## src/rtl/logic_unit_ctrl.sv

```systemverilog
// Multicycle control FSM: fetch, decode, execute on ALU/AND/OR units, memory access, writeback.
// Control outputs decode combinationally from state, latched opcode, mem_ready and zero.
module logic_unit_ctrl #(
    parameter int unsigned CNT_W = 16
) (
    input  logic             clk,
    input  logic             reset,
    input  logic             start,
    input  logic [3:0]       opcode,
    input  logic             zero,
    input  logic             mem_ready,
    output logic             pc_write,
    output logic             pc_src,
    output logic             ir_write,
    output logic             mem_read,
    output logic             mem_write,
    output logic             alu_en,
    output logic             alu_sub,
    output logic             and_en,
    output logic             or_en,
    output logic             reg_write,
    output logic             wb_src,
    output logic             illegal,
    output logic             halted,
    output logic [CNT_W-1:0] retired
);

    localparam logic [3:0] OpNop  = 4'h0;
    localparam logic [3:0] OpAdd  = 4'h1;
    localparam logic [3:0] OpSub  = 4'h2;
    localparam logic [3:0] OpAnd  = 4'h3;
    localparam logic [3:0] OpOr   = 4'h4;
    localparam logic [3:0] OpLw   = 4'h5;
    localparam logic [3:0] OpSw   = 4'h6;
    localparam logic [3:0] OpBeq  = 4'h7;
    localparam logic [3:0] OpHalt = 4'hF;

    localparam logic [CNT_W-1:0] CntOne = {{(CNT_W-1){1'b0}}, 1'b1};

    typedef enum logic [2:0] {
        StIdle,
        StFetch,
        StDecode,
        StExec,
        StMem,
        StWb,
        StHalt
    } state_e;

    state_e           state_q, state_d;
    logic [3:0]       op_q, op_d;
    logic [CNT_W-1:0] retired_q, retired_d;

    always_comb begin
        state_d   = state_q;
        op_d      = op_q;
        retired_d = retired_q;
        pc_write  = 1'b0;
        pc_src    = 1'b0;
        ir_write  = 1'b0;
        mem_read  = 1'b0;
        mem_write = 1'b0;
        alu_en    = 1'b0;
        alu_sub   = 1'b0;
        and_en    = 1'b0;
        or_en     = 1'b0;
        reg_write = 1'b0;
        wb_src    = 1'b0;
        illegal   = 1'b0;
        halted    = 1'b0;

        case (state_q)
            StIdle: begin
                if (start) begin
                    state_d = StFetch;
                end
            end
            StFetch: begin
                mem_read = 1'b1;
                if (mem_ready) begin
                    ir_write = 1'b1;
                    pc_write = 1'b1;
                    state_d  = StDecode;
                end
            end
            StDecode: begin
                // Decode straight from the IR output; op_q is only valid from EXEC on.
                op_d = opcode;
                case (opcode)
                    OpHalt: state_d = StHalt;
                    OpNop: begin
                        state_d   = StFetch;
                        retired_d = retired_q + CntOne;
                    end
                    OpAdd, OpSub, OpAnd, OpOr, OpLw, OpSw, OpBeq: state_d = StExec;
                    default: begin
                        illegal = 1'b1;
                        state_d = StFetch;
                    end
                endcase
            end
            StExec: begin
                case (op_q)
                    OpAdd: begin
                        alu_en  = 1'b1;
                        state_d = StWb;
                    end
                    OpSub: begin
                        alu_en  = 1'b1;
                        alu_sub = 1'b1;
                        state_d = StWb;
                    end
                    OpAnd: begin
                        and_en  = 1'b1;
                        state_d = StWb;
                    end
                    OpOr: begin
                        or_en   = 1'b1;
                        state_d = StWb;
                    end
                    OpLw, OpSw: begin
                        alu_en  = 1'b1;
                        state_d = StMem;
                    end
                    OpBeq: begin
                        alu_en    = 1'b1;
                        alu_sub   = 1'b1;
                        pc_write  = zero;
                        pc_src    = zero;
                        state_d   = StFetch;
                        retired_d = retired_q + CntOne;
                    end
                    default: state_d = StFetch;
                endcase
            end
            StMem: begin
                mem_read  = (op_q == OpLw);
                mem_write = (op_q != OpLw);
                if (mem_ready) begin
                    if (op_q == OpLw) begin
                        state_d = StWb;
                    end else begin
                        state_d   = StFetch;
                        retired_d = retired_q + CntOne;
                    end
                end
            end
            StWb: begin
                reg_write = 1'b1;
                wb_src    = (op_q == OpLw);
                state_d   = StFetch;
                retired_d = retired_q + CntOne;
            end
            StHalt: begin
                halted = 1'b1;
            end
            default: state_d = StIdle;
        endcase
    end

    always_ff @(posedge clk) begin
        if (reset) begin
            state_q   <= StIdle;
            op_q      <= 4'h0;
            retired_q <= '0;
        end else begin
            state_q   <= state_d;
            op_q      <= op_d;
            retired_q <= retired_d;
        end
    end

    assign retired = retired_q;

endmodule

```

## config.mk

```make
export PLATFORM = sky130hd
export DESIGN_NAME = logic_unit_ctrl
export DESIGN_NICKNAME = d
export VERILOG_FILES = /design/src/rtl/logic_unit_ctrl.sv
export SDC_FILE = /design/constraint.sdc
export NUM_CORES = 1
export LEC_CHECK = 0
export BUFFER_PORTS_ARGS = -buffer_cell sky130_fd_sc_hd__buf_2
export CORE_MARGIN = 1
export CORE_UTILIZATION = 40
export DETAILED_ROUTE_END_ITERATION = 8
export GPL_ROUTABILITY_DRIVEN = 0
export MAX_ROUTING_LAYER = met4
export RECOVER_POWER = 50
export SYNTH_ARGS = -nofsm -noshare
export SYNTH_HDL_FRONTEND = slang
export SYNTH_SLANG_ARGS = --single-unit
```

## constraint.sdc

```tcl
create_clock -name clk -period 4.8 [get_ports clk]
set_input_delay 0.72 -clock clk [delete_from_list [all_inputs] [get_ports clk]]
set_output_delay 0.72 -clock clk [all_outputs]
set_load 0.1 [all_outputs]
```

==> results of run 1 <==
==> Yosys cell counts (3+ instances only) <==
cell type / n
nor2_1: 25
a211oi_1: 4
o21ai_0: 4
mux2i_1: 5
nand2b_1: 3
xnor2_1: 11
nand2_1: 10
nor2b_1: 6
o211ai_1: 4
nor3_1: 4
a21oi_1: 9
a2111oi_2: 3
dfxtp_1: 23
nand3b_1: 3
clkbuf_1: 6
nand4_1: 3
buf_2: 5
and3_1: 5
inv_1: 7
==> flip-flops by register name, indices dropped and copies added (netlist names) <==
name     cells
op_q         4
state_q      3
retired     16
==> per-layer routing <==
| layer | GRT usage | part of all wire |
|---|---|---|
| met5 | - | 0 |
| met4 | 0.0872 | 0.011 |
| met3 | 0.0255 | 0.041 |
| met2 | 0.273 | 0.45 |
| met1 | 0.269 | 0.50 |
==> stage by stage <==
stage,instances,worst slack [ps],power (mW),hold slack (ps),utilization
after floorplan,180,135,0.270,515,-
after global placement,250,2190,0.280,529,0.481
after detailed placement,250,2140,0.281,534,0.481
after CTS,254,1960,0.404,560,0.494
after global routing,254,1680,0.416,600,0.483
final,254,1850,0.400,552,0.483
==> worst reg2reg max path, delay by kind of cell, from the launching register on <==
kind	cells	cell delay (ps)
multiplexers	1	300
AO/OA/AOI/OAI	2	1310
AND/OR/NAND/NOR	2	580
flip-flops	1	660
==> worst paths after layout <==
| check | to | start |
|---|---|---|
| worst max-delay path | retired[4]$_SDFFE_PP0P_ | state_q[0]$_SDFFE_PP0P_ |
| worst min-delay path | retired[9]$_SDFFE_PP0P_ | retired[9]$_SDFFE_PP0P_ |
| worst max register to register | retired[4]$_SDFFE_PP0P_ | state_q[0]$_SDFFE_PP0P_ |
| worst min register to register | retired[9]$_SDFFE_PP0P_ | retired[9]$_SDFFE_PP0P_ |
==> where the power goes <==
group / switching (mW) / total (mW) / internal (mW) / leakage [nW]
Combinational: 0.0488 / 0.0681 / 0.0193 / 0.398
Clock: 0.0670 / 0.125 / 0.0581 / 0.0255
Sequential: 0.0127 / 0.207 / 0.194 / 0.186
Total: 0.129 / 0.400 / 0.272 / 0.610
==> logic make-up (layout without fill, tap and decap cells) <==
group / count (synthesis) / in the layout / synth area share
flops: 23 / 23 / 0.311
buf+inv: 20 / 48 / 0.0650
compound gates: 36 / 36 / 0.187
simple gates: 79 / 79 / 0.296
mux: 8 / 8 / 0.0565
xor+xnor: 13 / 13 / 0.0768
fa+ha+maj: 1 / 1 / 0.00844
==> final cells by class <==
cell class / instances / area (um^2)
Clock buffer: 3 / 41.3
Clock inverter: 1 / 5.00
Fill cell: 383 / 1780
Inverter: 7 / 26.3
Multi-Input combinational cell: 137 / 908
Sequential cell: 23 / 460
Tap cell: 46 / 57.6
Timing Repair Buffer: 37 / 165
==> flow_summary.ini, run 1 <==
[final_layout]
syn2layout_area_growth_pct = 12.2
num-nets-final = 219
diodes = 0
final_common_cell = nor2_1
drive_above_1_share = 0.159
final_cell_mix = 25 x nor2_1, 23 x dfxtp_1, 21 x buf_2
final_cell_area_um2 = 1660

[synth]
yosys-top-cells-area = dfxtp_1 31%, xnor2_1 6.5%, nor2_1 6.3%
syn_area_per_cell_um2 = 8.24
syn_area_um2 = 1480
async_reset_ff_frac = 0
synth_nets = 190
ys.flop_type = dfxtp_1
synth_top_cell_by_area = dfxtp_1
yosysSeqAreaShare = 0.311
yosysWarnings = 0
yosysUniqueCellTypes = 48
synth_top_area_share = 0.311
synth_edf_count = 0
synthesis.instances = 180
synth_seq_cells = 23

[critical_path]
critPathMaxFanout = 18
path_buf_inv = 0
cp_top_family = compound AO/OA/AOI/OAI gates
slowest_delay_ps = 980
crit_cells = 5
r2r_cells = 5
crit_arrival_ps = 3120
crit_type = reg2reg
cp_slowest_cell = a2bb2oi_1
path_cells = nor3b_1 -> a2bb2oi_1 -> a21oi_1 -> and3_1 -> mux2_1
end_kind = flip-flop
rrSetupSlack_ps = 1850
start_kind = flip-flop
worst-endpoint-required_ps = 4970

[hold_path]
holdCritPathClass = reg2reg
hold_depth = 2

[clocking]
htree_num_levels = 1
cts_hold_buffers = 0
cts_root_buffer = clkbuf_8
cts_resized = 0
cts_tree = yes
path_clk_slew_ps = 90
clock_sinks = 23
ctsLongestPathBuffers = 2
post-cts-setup-buffer-count = 0
numCtsBuffers = 3
insertion_delay_ps = 270

[pwr]
ir_drop_mv = 0.114
power.density_nw_per_um2 = 241
p_leak_nw = 0.610

[die]
die_area_um2 = 3950
rows = 21
core-area_um2 = 3440
die_height_um = 62.9
start_util = 0.431
die_x_um = 62.9
io_pins = 38

[status]
violations = max-capacitance violations, max-slew violations
status = finished with violations

[place]
port_buffers = 37
place_area_um2 = 1660
dpl.hpwl_um = 2600

[drt]
first_iter_violations = 85
postRouteAntennaNets = 0
firstDrtPassIters = 4
finalWirelength_um = 3520
routed_via_density = 5.43
vias = 1380
drc_errors = 0
wire_per_inst_um = 13.9

[sta]
final.min_clock_period_ps = 2950
max_freq_mhz = 339
final-setup-viol-count = 0
finalHoldViolCount = 0
period_share = 0.614
clock_skew_ps = 8.97
finalSetupTns_ps = 0
maxSlewHeadroom = -0.128
rsz0062_at_grt = no
slew_viol_final = 15
worst_pin_slew_ps = 1670

[grt]
grt_max_degree = 27
grt-ovfl-total = 0
antenna_found_initial = 0
grt_usage = 0.193
first_global_vias = 1286
grt_pass1_wl_um = 6000

[run]
maxCapViolations = 1
(Power assumes the default switching activity.)
==> run 2, diff against run 1 <==
==> constraint.sdc (replaced) <==
create_clock -name clk -period 3 [get_ports clk]
set_input_delay 0.45 -clock clk [delete_from_list [all_inputs] [get_ports clk]]
set_output_delay 0.45 -clock clk [all_outputs]
set_load 0.1 [all_outputs]
==> flow_summary.ini, run 2 (same netlist as run 1, synthesis figures left out) <==
[status]
status = complete, no violations

[sta]
setup_ws_ps = 406
finalHoldViolCount = 0
final-setup-viol-count = 0
period_share = 0.865
worst_hold_slack_ps = 432
slew_viol_final = 0
finalSetupTns_ps = 0
clock_skew_ps = 2.78
rsz0062_at_grt = no
worst_pin_slew_ps = 1170
maxSlewHeadroom = 0.226
final.min_clock_period_ps = 2590
max_freq_mhz = 385

[critical_path]
slowest_delay_ps = 520
timing.rr.end = retired[4]$_SDFFE_PP0P_
rr_startpoint = state_q[0]$_SDFFE_PP0P_
r2r_cells = 5
worstSetupStartpoint = op_q[2]$_SDFFE_PP0P_
start_kind = flip-flop
critPathCapture = mem_read
worst-endpoint-required_ps = 2550
rrSetupSlack_ps = 620
crit_arrival_ps = 2140
end_kind = primary output
crit_type = reg2out
path_cells = nand4bb_1 -> or3_1 -> a21oi_1 -> buf_2
critPathMaxFanout = 11
cp_slowest_cell = dfxtp_1

[grt]
use_met2 = 0.257
antenna_found_initial = 0
grt-ovfl-total = 0
grt_use_met3 = 0.0292
met1_usage = 0.274
grt_busiest_layer = met1
first_global_vias = 1247
grt_usage = 0.189
grt_max_degree = 27
grt_pass1_wl_um = 5820

[clocking]
clock_sinks = 23
ctsLongestPathBuffers = 2
path_clk_slew_ps = 80
cts_resized = 0
insertion_delay_ps = 260
cts_tree = yes
post-cts-setup-buffer-count = 0
numCtsBuffers = 3
cts_hold_buffers = 0
htree_num_levels = 1
cts_root_buffer = clkbuf_8

[pwr]
p_leak_nw = 0.615
power.density_nw_per_um2 = 373
ir_drop_mv = 0.164

[drt]
postRouteAntennaNets = 0
vias = 1385
finalWirelength_um = 3450
firstDrtPassIters = 4
drc_errors = 0
wire_per_inst_um = 13.5
first_iter_violations = 118
routed_via_density = 5.43

[die]
die_x_um = 62.9
core-area_um2 = 3440
start_util = 0.431
rows = 21
die_height_um = 62.9
io_pins = 38
die_area_um2 = 3950

[final_layout]
layout.area.seq_um2 = 460
num-nets-final = 220
largest_reg_flops = 16
syn2layout_area_growth_pct = 15.5
multi_input_area_um2 = 951
final_cell_count_no_fill = 255
drive_above_1_share = 0.191
num-fill-cells = 354
diodes = 0
final_cell_mix = 24 x nor2_1, 23 x dfxtp_1, 21 x buf_2
final_common_cell = nor2_1

[place]
dpl.hpwl_um = 2590
pre_cts_slack_ps = 673
dp.cells = 251
port_buffers = 37

[run]
maxCapViolations = 0

[hold_path]
hold_depth = 2
holdCritPathClass = in2reg
run 2: worst min path at each step:
| stage | startpoint | endpoint | slack [ps] |
|---|---|---|---|
| finish | mem_ready | state_q[0]$_SDFFE_PP0P_ | 430 |
| global route | mem_ready | state_q[0]$_SDFFE_PP0P_ | 440 |
| CTS | mem_ready | state_q[0]$_SDFFE_PP0P_ | 420 |
| detailed placement | retired[10]$_SDFFE_PP0P_ | retired[10]$_SDFFE_PP0P_ | 530 |
| global placement | retired[10]$_SDFFE_PP0P_ | retired[10]$_SDFFE_PP0P_ | 530 |
| floorplan | op_q[3]$_SDFFE_PP0P_ | op_q[3]$_SDFFE_PP0P_ | 540 |
run 2: cell type report:
cell class                      instances  area share
Multi-Input combinational cell        137       0.555
Sequential cell                        23       0.269
Timing Repair Buffer                   38       0.101
Tap cell                               46      0.0336
Clock buffer                            4      0.0263
Inverter                                7      0.0153
run 2: stage by stage:
stage               total power, mW   util  area (um^2)
global route                  0.666  0.498         1710
global placement              0.450  0.490         1690
finish                        0.638  0.498         1710
detailed placement            0.453  0.490         1690
floorplan                     0.435      -         1510
CTS                           0.644  0.503         1730
run 2: layer usage:
| metal | vias to the layer above | part of all wire |
|---|---|---|
| li1 | 695 | - |
| met1 | 645 | 0.51 |
| met2 | 41 | 0.43 |
| met3 | 4 | 0.049 |
| met4 | 0 | 0.012 |
| met5 | - | 0 |
run 2: worst max-delay path, delay by kind of cell, from the launching register on:
kind	cells	cell delay, ps
compound gates	1	140
buf+inv	1	440
flops	1	520
simple gates	2	780
run 2: report_power, final:
part           leakage, nW  internal (mW)  switching (mW)
Clock               0.0228         0.0947          0.0974
Sequential           0.186          0.311          0.0225
Combinational        0.407         0.0328          0.0797
==> run 3, diff against run 2 <==
==> constraint.sdc (replaced) <==
create_clock -name clk -period 2.8 [get_ports clk]
set_input_delay 0.42 -clock clk [delete_from_list [all_inputs] [get_ports clk]]
set_output_delay 0.42 -clock clk [all_outputs]
set_load 0.1 [all_outputs]
==> flow_summary.ini, run 3 (same netlist as run 1, synthesis figures left out) <==
[status]
status = complete, no violations

[pwr]
swShare = 0.304
clkPwrFrac = 0.291
p_leak_nw = 0.619
ir_drop_mv = 0.244
internal_power_mw = 0.470
comb_power_share = 0.180
seqPwrFrac = 0.529
power.switching_mw = 0.206
power.density_nw_per_um2 = 393

[grt]
grt-ovfl-total = 0
first_global_vias = 1244
grt_pass1_wl_um = 5570
grt_usage = 0.179
antenna_found_initial = 0
grt_max_degree = 27

[critical_path]
start_kind = flip-flop
crit_arrival_ps = 2180
r2r_cells = 5
end_kind = primary output
critPathMaxFanout = 11
crit_type = reg2out
worst-endpoint-required_ps = 2380

[clocking]
htree_num_levels = 1
cts_resized = 0
post-cts-setup-buffer-count = 0
cts_tree = yes
ctsLongestPathBuffers = 2
cts_hold_buffers = 0
numCtsBuffers = 3
cts_root_buffer = clkbuf_8
insertion_delay_ps = 250
path_clk_slew_ps = 80
clock_sinks = 23

[final_layout]
final_cell_area_um2 = 1720
final_common_cell = nor2_1
final_util = 0.500
largest_reg_flops = 16
layout.area.seq_um2 = 460
diodes = 0
num-nets-final = 220
num-fill-cells = 355
multi_input_area_um2 = 961
syn2layout_area_growth_pct = 16.1
drive_above_1_share = 0.191
final_cell_mix = 24 x nor2_1, 23 x dfxtp_1, 20 x buf_2
final_cell_count_no_fill = 255

[drt]
finalWirelength_um = 3360
first_iter_violations = 111
routed_via_density = 5.44
wire_per_inst_um = 13.2
firstDrtPassIters = 4
postRouteAntennaNets = 0
vias = 1388
drc_errors = 0

[place]
place_area_um2 = 1700
dp.cells = 251
dpl.hpwl_um = 2550
port_buffers = 37

[sta]
rsz0062_at_grt = no
maxSlewHeadroom = 0.231
max_freq_mhz = 384
period_share = 0.930
final-setup-viol-count = 0
slew_viol_final = 0
final.min_clock_period_ps = 2600
clock_skew_ps = 2.17
finalHoldViolCount = 0
worst_pin_slew_ps = 1160

[die]
die_area_um2 = 3950
io_pins = 38
die_x_um = 62.9
rows = 21
start_util = 0.431
core-area_um2 = 3440
die_height_um = 62.9

[hold_path]
hold_depth = 2
holdCritPathClass = in2reg

[run]
maxCapViolations = 0
## run 3: cell count changes in the layout (fill, tap and decap cells not counted)
cell / delta
nor3_2: -1
a21oi_2: +1
a21oi_1: -1
clkbuf_1: +1
nor3_4: +1
buf_2: -1
## run 3: path summary, 6_finish.rpt
kind / from / end / slack (ps)
min: mem_ready / state_q[0]$_SDFFE_PP0P_ / 430
min reg2reg: retired[14]$_SDFFE_PP0P_ / retired[14]$_SDFFE_PP0P_ / 550
max: op_q[2]$_SDFFE_PP0P_ / mem_read / 200
max reg2reg: state_q[0]$_SDFFE_PP0P_ / retired[4]$_SDFFE_PP0P_ / 410
## run 3: routing by layer
layer | track usage | vias to the layer above | wire (um)
li1 | - | 700 | -
met1 | 0.220 | 651 | 1560
met2 | 0.301 | 35 | 1640
met3 | 0.0255 | 2 | 150
met4 | 0.0494 | 0 | 15
met5 | - | - | 0
## run 3: area by class of cell
| cell class | count | area share |
|---|---|---|
| Multi-Input combinational cell | 137 | 0.558 |
| Sequential cell | 23 | 0.267 |
| Tap cell | 46 | 0.0334 |
| Inverter | 7 | 0.0153 |
| Timing Repair Buffer | 38 | 0.0996 |
| Clock buffer | 4 | 0.0262 |
## run 3: critical path: stages, from the launching register on
cell and delay (ps):
dfxtp_1 550, nand4bb_1 380, or3_1 440, a21oi_2 130, buf_2 430
## run 3: power by group through the flow
| stage | clock network [mW] | logic (mW) | registers [mW] |
|---|---|---|---|
| after floorplan | 0 | 0.122 | 0.346 |
| after global placement | 0 | 0.121 | 0.364 |
| after detailed placement | 0 | 0.122 | 0.365 |
| after CTS | 0.206 | 0.122 | 0.357 |
| after global routing | 0.220 | 0.130 | 0.360 |
| final | 0.197 | 0.122 | 0.358 |
## run 3: stage by stage
step | power, mW | hold slack [ps] | TNS (ps) | setup WS [ps]
2_1_floorplan | 0.468 | 525 | -485 | -262
3_3_place_gp | 0.484 | 530 | 0 | 540
3_5_place_dp | 0.487 | 530 | 0 | 464
4_1_cts | 0.686 | 420 | 0 | 192
5_1_grt | 0.710 | 416 | 0 | 26.9
6_report | 0.676 | 428 | 0 | 197
